--- src/rtl/frame_serializer.sv ---
// ---------------------------------------------------------------------------
// frame_serializer
//
// Takes parallel payload words through a valid/ready handshake and sends each
// one as a framed serial stream on d_out. Frame layout on the line:
//    start(1), WIDTH payload bits LSB first, optional even-parity bit, stop(0)
// A one-entry hold register accepts the next word while the current frame is
// still shifting out, so frames can be sent back to back with no idle gap.
//
// Parameters
//    WIDTH      payload bits per frame (1..32)
//    PARITY_EN  1 appends the XOR of the payload bits, 0 omits it
//    CNT_W      width of frame_cnt
//
// Ports
//    clk         rising-edge clock for all state
//    rst         asynchronous, active-low reset
//    data_in     parallel payload word
//    valid_in    data_in is valid
//    ready_out   hold register is empty, a word can be accepted this cycle
//    d_out       registered serial output
//    busy        a frame is in flight or a word is held
//    frame_done  one-cycle pulse while the stop bit is on d_out
//    frame_cnt   count of completed frames, wraps at all-ones
// ---------------------------------------------------------------------------
module frame_serializer #(
   parameter int WIDTH     = 8,
   parameter int PARITY_EN = 1,
   parameter int CNT_W     = 16
) (
   input  logic             clk,
   input  logic             rst,
   input  logic [WIDTH-1:0] data_in,
   input  logic             valid_in,
   output logic             ready_out,
   output logic             d_out,
   output logic             busy,
   output logic             frame_done,
   output logic [CNT_W-1:0] frame_cnt
);

   // A 1-bit payload still needs a 1-bit counter, $clog2(1) would give 0.
   localparam int             BCW      = (WIDTH > 1) ? $clog2(WIDTH) : 1;
   localparam logic [BCW-1:0] LAST_BIT = BCW'(WIDTH - 1);

   typedef enum logic [2:0] {
      IDLE,
      START,
      DATA,
      PARITY,
      STOP
   } state_t;

   state_t           state;
   logic [WIDTH-1:0] hold_reg;
   logic             hold_full;
   logic [WIDTH-1:0] shift_reg;
   logic [BCW-1:0]   bit_cnt;
   logic             parity_bit;
   logic             accept;
   logic             load_hold;

   // ready_out depends only on the registered hold flag, never on valid_in.
   assign ready_out = !hold_full;
   assign accept    = valid_in && !hold_full;
   // The FSM drains the hold register only from IDLE or at the end of STOP.
   assign load_hold = hold_full && ((state == IDLE) || (state == STOP));
   assign busy      = (state != IDLE) || hold_full;

   // Hold register. accept and load_hold can never coincide because one needs
   // the hold empty and the other needs it full.
   always_ff @(posedge clk or negedge rst) begin
      if (!rst) begin
         hold_reg  <= '0;
         hold_full <= 1'b0;
      end else if (accept) begin
         hold_reg  <= data_in;
         hold_full <= 1'b1;
      end else if (load_hold) begin
         hold_full <= 1'b0;
      end
   end

   // Frame FSM. d_out and frame_done are registered from the current state,
   // so the line lags the state register by one cycle: a word accepted at
   // edge N moves the FSM to START at N+1 and the start bit appears at N+2.
   // Parity is taken from the hold word at load time so the shift register
   // is free to shift the payload out.
   always_ff @(posedge clk or negedge rst) begin
      if (!rst) begin
         state      <= IDLE;
         shift_reg  <= '0;
         bit_cnt    <= '0;
         parity_bit <= 1'b0;
         d_out      <= 1'b0;
         frame_done <= 1'b0;
         frame_cnt  <= '0;
      end else begin
         frame_done <= 1'b0;
         case (state)
            IDLE: begin
               d_out <= 1'b0;
               if (hold_full) begin
                  shift_reg  <= hold_reg;
                  parity_bit <= ^hold_reg;
                  bit_cnt    <= '0;
                  state      <= START;
               end
            end
            START: begin
               d_out <= 1'b1;
               state <= DATA;
            end
            DATA: begin
               d_out     <= shift_reg[0];
               shift_reg <= shift_reg >> 1;
               if (bit_cnt == LAST_BIT) begin
                  bit_cnt <= '0;
                  state   <= (PARITY_EN != 0) ? PARITY : STOP;
               end else begin
                  bit_cnt <= bit_cnt + BCW'(1);
               end
            end
            PARITY: begin
               d_out <= parity_bit;
               state <= STOP;
            end
            STOP: begin
               d_out      <= 1'b0;
               frame_done <= 1'b1;
               frame_cnt  <= frame_cnt + CNT_W'(1);
               // A held word goes straight to START so frames abut.
               if (hold_full) begin
                  shift_reg  <= hold_reg;
                  parity_bit <= ^hold_reg;
                  bit_cnt    <= '0;
                  state      <= START;
               end else begin
                  state <= IDLE;
               end
            end
            default: begin
               d_out <= 1'b0;
               state <= IDLE;
            end
         endcase
      end
   end

endmodule

--- config.mk ---
export PLATFORM = sky130hd
export DESIGN_NAME = frame_serializer
export DESIGN_NICKNAME = d
export VERILOG_FILES = /design/src/rtl/frame_serializer.sv
export SDC_FILE = /design/constraint.sdc
export NUM_CORES = 1
export LEC_CHECK = 0
export BUFFER_PORTS_ARGS = -buffer_cell sky130_fd_sc_hd__buf_4
export CORE_ASPECT_RATIO = 1.4
export CORE_UTILIZATION = 50
export CTS_CLUSTER_DIAMETER = 100
export CTS_CLUSTER_SIZE = 40
export DETAILED_ROUTE_END_ITERATION = 8
export GPL_ROUTABILITY_DRIVEN = 0
export PLACE_DENSITY = 0.69
export SYNTH_ARGS = -nofsm -noshare
export SYNTH_HDL_FRONTEND = slang
export SYNTH_SLANG_ARGS = --single-unit
export TNS_END_PERCENT = 50
--- constraint.sdc ---
create_clock -name clk -period 2.5 [get_ports clk]
set_input_delay 0.125 -clock clk [delete_from_list [all_inputs] [get_ports clk]]
set_output_delay 0.125 -clock clk [all_outputs]
set_load 0.02 [all_outputs]
==> flow_metrics.py <==
metrics = {
    "grt": {
        "antenna_found_initial": 0,
        "grt_max_degree": 43,
        "groute.usage.overall_pct": 18.2,
        "grt_pass1_wl_mm": 5.31,
        "grt-ovfl-total": 0,
        "grt_pass1_vias": 1246,
    },
    "drt": {
        "antenna_left": 0,
        "wl_mm": 3.37,
        "routed_via_density": 5.42,
        "drtIter0Drc": 13,
        "avgRoutedWirePerCell_um": 14.1,
        "drc": 0,
        "drt-pass1-iter-count": 4,
        "vias": 1289,
    },
    "layout": {
        "design_area_sq_mm": 0.00228,
        "utilization_pct": 62.7,
        "syn2layout_area_growth_pct": 19.2,
        "seq_area_sq_mm": 0.00105,
        "fin_nets": 210,
        "layout-drive-gt1-share_pct": 27.0,
        "multi_input_area_sq_um": 802,
        "antenna_cells": 0,
        "fillers": 306,
        "largest_reg_flops": 16,
    },
    "yosys": {
        "synthArstFlopShare_pct": 100,
        "avgSynthCellArea_sq_um": 11.7,
        "synth_seq_cells": 42,
        "synth_cell_types": 32,
        "synth_common_cells": "dfrtp_1, xnor2_1, nor2_1",
        "synth_top_cell_by_area": "dfrtp_1",
        "ys_seq_area_share_pct": 54.9,
        "synthFlopType": "dfrtp_1",
        "synth_edf_count": 0,
        "syn_inst": 164,
        "synth_top_area_share_pct": 54.9,
        "ys_warn_count": 0,
        "netlist_area_sq_mm": 0.00192,
        "yosys.cell_count.top_type": "dfrtp_1",
        "synth_area_leaders": "dfrtp_1, xnor2_1, mux2_2",
        "synth_nets": 178,
    },
    "timing": {
        "rsz0062_at_grt": "no",
        "hold_violations": 0,
        "setup_viol": 0,
        "max_slew.worst_pin.slew_ps": 726,
        "relSlewSlack_pct": 51.5,
        "finalCriticalPeriod_ps": 1880,
        "setup_tns_ps": 0,
        "fin_ws_ps": 621,
        "finClkSkew_ps": 6.14,
        "fmax_mhz": 532,
        "layout_worst_path_cycle_share_pct": 75.1,
        "maxSlewViolCount": 0,
    },
    "power": {
        "seqPwrFrac_pct": 41.6,
        "swShare_pct": 34.9,
        "p_leak_nw": 1.07,
        "power.switching_mw": 0.953,
        "p_clk_share_pct": 19.8,
        "power_density_mw_per_mm2": 1200,
        "p_int_mw": 1.78,
        "p_total_mw": 2.73,
        "power_frac_comb_pct": 38.6,
        "ir_worst_vdd_uv": 713,
    },
    "setup_path": {
        "crit_family": "simple AND/OR/NAND/NOR gates",
        "crit_chain": "or3b_1 -> nor4_4 -> nand4_1 -> xnor2_1",
        "crit_path_max_incr_delay_ps": 530,
        "cpMaxStageDelayCell": "or3b_1",
        "cp_max_fo": 13,
        "path_class": "flip-flop to flip-flop",
        "critPathLaunchType": "flip-flop",
        "critPathBufInv": 0,
        "crit_arrival_ps": 2060,
        "cp.required_ps": 2680,
        "critPathCaptureType": "flip-flop",
    },
    "placement": {
        "portBuffers": 30,
        "place_area_sq_mm": 0.00216,
        "dp_slack_ps": 624,
        "hpwl_mm": 2.48,
    },
    "flow_run": {
        "drv_cap": 0,
    },
    "clock_network": {
        "ctsResizeCount": 0,
        "cts_max_level": 2,
        "cts_tree": "yes",
        "clockBufferDepth": 2,
        "numCtsBuffers": 5,
        "clk_latency_ps": 290,
        "clk_pin_slew_worst_paths_ps": 80,
        "cts_sinks": 42,
        "cts_setup_buffers": 0,
        "cts_root_buf": "clkbuf_8",
    },
    "floorplanning": {
        "design.die.area_sq_mm": 0.00409,
        "die_y_um": 75.2,
        "die_w_um": 54.3,
        "row_count": 26,
        "boundaryPins": 31,
        "start_util_pct": 52.6,
        "core-area_sq_mm": 0.00364,
    },
    "min_path": {
        "hold_class": "input pin to flip-flop",
    },
    "run_status": {
        "status": "finished clean",
    },
}
-- worst register-to-register path, stage by stage, from the launching register on --
cell and delay, ps:
dfrtp_1 520, or3b_1 530, nor4_4 410, nand4_1 160, xnor2_1 150
-- metal layers --
metal	global-route usage, %	wire, um
met5	0	0
met4	6.27	52
met3	4.85	107
met2	33.9	1870
met1	18.8	1330
-- cell families (layout without fill, tap and decap cells) --
kind of cell               after synthesis  after routing  synth area share (%)
muxes                                   16             16                  8.95
and+or+nand+nor                         47             47                  13.5
adders and majority gates                3              3                  1.96
DFF                                     42             42                  54.9
AOI/OAI and AO/OA                       21             21                  6.92
buffers and inverters                   12             44                  3.27
xor gates and xnor gates                23             23                  10.5
-- power groups by stage --
stage | Sequential, mW | Clock (mW) | Combinational [mW]
floorplan | 1.10 | 0 | 0.851
global placement | 1.14 | 0 | 1.03
detailed placement | 1.16 | 0 | 1.07
CTS | 1.14 | 0.555 | 1.07
global route | 1.17 | 0.574 | 1.17
finish | 1.14 | 0.541 | 1.05
-- path summary, 6_finish.rpt --
check	startpoint	to	slack, ps	cells after the start
setup / recovery	state[1]	frame_cnt[15]	620	4
hold / removal	data_in[0]	hold_reg[0]	60	2
setup reg to reg	state[1]	frame_cnt[15]	620	4
hold reg to reg	frame_cnt[15]	frame_cnt[15]	480	1
max in group asynchronous	rst	parity_bit	1790	2
min in group asynchronous	rst	frame_cnt[14]	350	2
-- timing repair --
item,4_1_cts,5_1_grt
setup endpoints to repair,0,0
endpoints found under the hold margin,42,0
hold buffers,1,0
-- through the flow --
step / std cells / hold WS, ps
after global routing: 238 / 60.4
after global placement: 230 / 130
after CTS: 238 / 56.0
final: 238 / 64.0
after floorplan: 164 / -171
after detailed placement: 230 / 140
-- cell usage in the layout (no fill, tap or decap) --
cell	instances
ha_1	3
a31oi_1	1
bufinv_16	1
nor4_1	1
or2_2	1
buf_4	32
dlygate4sd3_1	1
or3b_1	1
mux2_2	9
dfrtp_1	42
nor2b_1	2
and4_1	1
xor2_1	3
inv_2	1
xnor2_1	20
and3_1	1
nand4bb_1	1
nor3_2	1
mux2i_1	7
nor2_1	16
inv_1	3
a21oi_1	12
nand3_1	3
clkbuf_8	6
nand4_1	5
nand3b_1	1
nor4_4	1
nand2b_1	2
a31o_2	1
o21ai_0	1
nand2_1	7
a22o_1	6
nor3_1	3
-- cell type report --
cell class	instances	area share, %
Sequential cell	42	46.0
Multi-Input combinational cell	110	35.1
Timing Repair Buffer	33	11.0
Clock buffer	6	3.62
Tap cell	42	2.30
Clock inverter	1	1.32
Inverter	4	0.658
Power figures use the tool's default switching activity.
